--- config.mk ---
export PLATFORM = sky130hd
export DESIGN_NAME = seq_tx
export DESIGN_NICKNAME = d
export VERILOG_FILES = /design/src/rtl/seq_tx.sv
export SDC_FILE = /design/constraint.sdc
export NUM_CORES = 1
export LEC_CHECK = 0
export CAP_MARGIN = 40
export CORE_MARGIN = 5
export CORE_UTILIZATION = 50
export DETAILED_ROUTE_END_ITERATION = 10
export PLACE_DENSITY_LB_ADDON = 0.3
export SKIP_CTS_REPAIR_TIMING = 1
export SLEW_MARGIN = 10
export SYNTH_ARGS = -nofsm -noshare
export SYNTH_HDL_FRONTEND = slang
export SYNTH_SLANG_ARGS = --single-unit
export TNS_END_PERCENT = 1
--- constraint.sdc ---
create_clock -name clk -period 2.63 [get_ports clk]
set_clock_uncertainty 0.2 [all_clocks]
set_input_delay 0.526 -clock clk [delete_from_list [all_inputs] [get_ports clk]]
set_output_delay 0.526 -clock clk [all_outputs]
set_load 0.01 [all_outputs]
--- src/rtl/seq_tx.sv ---
// Serial frame transmitter for sequence-detector stimulus: shifts a WIDTH-bit frame
// out on w, alongside the expected detector response z_exp (1 when w repeats the previous bit).
module seq_tx #(
  parameter int unsigned WIDTH     = 8,
  parameter bit          MSB_FIRST = 1'b1
) (
  input  logic             clk,
  input  logic             reset,
  input  logic             load,
  input  logic [WIDTH-1:0] data,
  output logic             ready,
  output logic             w,
  output logic             w_valid,
  output logic             z_exp,
  output logic             done,
  output logic [2:0]       state
);

  localparam int unsigned CW = $clog2(WIDTH + 1);

  typedef enum logic [2:0] {
    IDLE  = 3'b001,
    SHIFT = 3'b010,
    DONE  = 3'b100
  } state_t;

  state_t           state_q, state_d;
  logic [WIDTH-1:0] sreg_q, sreg_d;
  logic [CW-1:0]    cnt_q, cnt_d;
  logic             prev_q, prev_d;
  logic             w_q, w_d;
  logic             z_q, z_d;
  logic             head_cur, head_nxt;

  function automatic logic head_of(input logic [WIDTH-1:0] v);
    return MSB_FIRST ? v[WIDTH-1] : v[0];
  endfunction

  function automatic logic [WIDTH-1:0] shift_of(input logic [WIDTH-1:0] v);
    return MSB_FIRST ? {v[WIDTH-2:0], 1'b0} : {1'b0, v[WIDTH-1:1]};
  endfunction

  // State and datapath registers
  always_ff @(posedge clk) begin
    if (reset) begin
      state_q <= IDLE;
      sreg_q  <= '0;
      cnt_q   <= '0;
      prev_q  <= 1'b0;
      w_q     <= 1'b0;
      z_q     <= 1'b0;
    end else begin
      state_q <= state_d;
      sreg_q  <= sreg_d;
      cnt_q   <= cnt_d;
      prev_q  <= prev_d;
      w_q     <= w_d;
      z_q     <= z_d;
    end
  end

  // Next state, datapath update, and look-ahead for the registered w / z_exp
  always_comb begin
    state_d  = state_q;
    sreg_d   = sreg_q;
    cnt_d    = cnt_q;
    prev_d   = prev_q;
    head_cur = head_of(sreg_q);
    unique case (state_q)
      IDLE: begin
        if (load) begin
          state_d = SHIFT;
          sreg_d  = data;
          cnt_d   = '0;
          prev_d  = 1'b0;
        end
      end
      SHIFT: begin
        sreg_d = shift_of(sreg_q);
        cnt_d  = cnt_q + CW'(1);
        prev_d = head_cur;
        if (cnt_q == CW'(WIDTH - 1)) begin
          state_d = DONE;
        end
      end
      DONE: begin
        state_d = IDLE;
        cnt_d   = '0;
      end
      default: begin
        state_d = IDLE;
        sreg_d  = '0;
        cnt_d   = '0;
        prev_d  = 1'b0;
      end
    endcase
    head_nxt = head_of(sreg_d);
    w_d      = (state_d == SHIFT) && head_nxt;
    z_d      = (state_d == SHIFT) && (cnt_d != '0) && (head_nxt == prev_d);
  end

  assign state   = state_q;
  assign ready   = state_q[0];
  assign w_valid = state_q[1];
  assign done    = state_q[2];
  assign w       = w_q;
  assign z_exp   = z_q;

endmodule

==> results.sh <==
export IMPL_r2r_start="state[1]$_SDFF_PP0_"
export IMPL_hold_depth=1
export IMPL_outcome="complete, no violations"
export IMPL_cp_slowest_cell="clkdlybuf4s50_1"
export IMPL_cpLargestDelayFamily="buffers and inverters"
export IMPL_start_kind="register"
export IMPL_areaGrowthSynthToFinish_pct=30.0
export IMPL_io_buffer_count=18
export IMPL_power_leakage_nw=0.383
export IMPL_period_minus_slack_ns=2.14
export IMPL_pre_cts_ws_ns=0.302
export IMPL_place_hpwl_mm=1.17
export IMPL_avgSynthCellArea_um2=9.56
export IMPL_yosysTopAreaCell="dfxtp_1"
export IMPL_p_per_area_mw_per_mm2=543
export IMPL_vias=669
export IMPL_final_util=0.675
export IMPL_min_from="cnt_q[3]$_SDFF_PP0_"
export IMPL_setup_violations=0
export IMPL_synth_area_top_cells="dfxtp_1, a222oi_1, nor2_1"
export IMPL_hold_class="register to register"
export IMPL_crit_type="register to output port"
export IMPL_grt_max_degree=15
export IMPL_gr_total_overflow=0
export IMPL_synth_cell_area_um2=764
export IMPL_crit_chain="clkdlybuf4s50_1"
export IMPL_clkLatencyLatePin_ns=0.30
export IMPL_peakVddDrop_v=0.000298
export IMPL_fin_crit_sh=0.815
export IMPL_synth_cells=80
export IMPL_cap_viol_max_count=0
export IMPL_ys_async_sr_fraction=0
export IMPL_core_area_mm2=0.00147
export IMPL_first_pass_iters=4
export IMPL_slew_headroom=0.655
export IMPL_routabilityCongestion=0.820
export IMPL_nFillCells=119
export IMPL_fin_ws_ns=0.487
export IMPL_cts_htree_levels=1
export IMPL_hold_end="state[2]$_SDFF_PP0_"
export IMPL_worstReg2RegEnd="z_exp$_SDFF_PP0_"
export IMPL_synth_nets=92
export IMPL_multi_input_area_um2=352
export IMPL_drt_initial_drc_count=41
export IMPL_synth_edf_count=0
export IMPL_grt_pass1_wl_mm=2.64
export IMPL_grt_pass1_vias=626
export IMPL_cts_sinks=18
export IMPL_routed_via_density=5.77
export IMPL_seqCellArea_um2=360
export IMPL_synth_main_ff_cell="dfxtp_1"
export IMPL_r2r_slack_ns=0.70
export IMPL_synth_cell_type_count=29
export IMPL_synth_seq_cells=18
export IMPL_ff2ff_path_depth=5
export IMPL_path_buf_inv=1
export IMPL_drive_gt1_frac=0.100
export IMPL_drv_slew=0
export IMPL_path_max_fanout=10
export IMPL_worstPathRequired_ns=1.90
export IMPL_gr_usage_all_layers=0.137
export IMPL_endpoint_kind="output port"
export IMPL_rows=14
export IMPL_path_clk_slew_ns=0.10
export IMPL_wl_per_cell_um=13.9
export IMPL_cp_arrival_ns=1.42
export IMPL_cts_root_buf="clkbuf_4"
export IMPL_start_util=0.520
export IMPL_worst_pin_slew_ns=0.517
export IMPL_clock_path_buffers=2
export IMPL_dieArea_mm2=0.00241
export IMPL_rsz0062_at_grt="no"
export IMPL_die_w_um=49.1
export IMPL_slowest_delay_ns=0.60
export IMPL_drc=0
export IMPL_drtAntennaViolNets=0
export IMPL_seq_area_frac_synth=0.471
export IMPL_fmax_mhz=467
export IMPL_p_total_mw=0.539
export IMPL_totalWireLength_mm=1.61
export IMPL_antenna_found_initial=0
export IMPL_synth_top_cell_area_share=0.471
export IMPL_layout_nets=113
export IMPL_antennaDiodeCount=0
export IMPL_numCtsBuffers=3
export IMPL_hold_viol=0
export IMPL_tns_ns=0
export IMPL_die_h_um=49.1
export IMPL_ios=19
export IMPL_cts_tree="built"
export IMPL_yosys_warnings=0
[cells by family after synthesis]
group	Yosys count	synth area share
xor gates and xnor gates	2	0.0229
DFF	18	0.471
buffers and inverters	9	0.0687
AOI/OAI and AO/OA	19	0.200
adders and majority gates	1	0.0164
and+or+nand+nor	31	0.221
[cell usage after synthesis (2+ instances only)]
master    instances
nor2_1           15
clkbuf_1          3
buf_4             3
dfxtp_1          18
nor3_1            3
o21ai_0           2
a222oi_1          7
nor3b_1           3
a22oi_1           3
a21oi_1           3
inv_1             2
[worst max path at each step]
stage / end / from / depth (start not counted)
floorplan: z_exp$_SDFF_PP0_ / state[2]$_SDFF_PP0_ / 6
global placement: z_exp$_SDFF_PP0_ / load / 6
detailed placement: z_exp$_SDFF_PP0_ / load / 6
CTS: state[2] / state[2]$_SDFF_PP0_ / 1
global route: done / state[2]$_SDFF_PP0_ / 1
finish: state[2] / state[2]$_SDFF_PP0_ / 1
[stage by stage]
step | cell area [µm²] | instances | hold slack, ns
2_1_floorplan | 764 | 80 | 0.212
3_5_place_dp | 957 | 112 | 0.241
6_report | 993 | 116 | 0.258
3_3_place_gp | 957 | 112 | 0.236
4_1_cts | 993 | 116 | 0.257
5_1_grt | 993 | 116 | 0.277
[final cells by class]
class | instances | area share
Clock buffer | 4 | 0.0365
Inverter | 2 | 0.00756
Multi-Input combinational cell | 53 | 0.354
Sequential cell | 18 | 0.363
Tap cell | 16 | 0.0202
Timing Repair Buffer | 23 | 0.219
[state kept, by name, indices dropped and copies added, names as in the netlist]
name,cells
cnt_q,4
state,3
prev_q,1
z_exp,1
w,1
sreg_q,8
[metal layers]
layer / share of wire / global-route usage / up-vias
met2: 0.45 / 0.212 / 20
met4: 0.014 / 0.0807 / 0
met1: 0.47 / 0.170 / 311
li1: - / - / 336
met3: 0.058 / 0.0306 / 2
met5: 0 / 0 / -
[cells in the final DEF (no fill, tap or decap)]
master	synthesis	routed
a211o_1	1	1
a21o_1	1	1
a21oi_1	3	3
a222oi_1	7	7
a22oi_1	3	3
a2bb2oi_1	1	1
a41o_1	1	1
buf_4	3	5
clkbuf_4	0	3
clkbuf_8	0	1
clkdlybuf4s50_1	0	18
dfxtp_1	18	18
ha_1	1	1
inv_1	2	2
nand2_1	1	1
nand2b_1	1	1
nand3_1	1	1
nand3b_1	1	1
nor2_1	15	15
nor2b_1	1	1
nor3_1	3	3
nor3b_1	3	3
nor4_1	1	1
nor4b_2	1	1
nor4bb_1	1	1
o21ai_0	2	2
or3_1	1	1
or3b_1	1	1
xnor2_1	1	1
xor2_1	1	1
[power by group]
group | internal [mW] | switching (mW)
registers | 0.283 | 0.00968
clock network | 0.0845 | 0.0851
logic | 0.0450 | 0.0325
No activity file was read; power rests on OpenSTA's default activity.
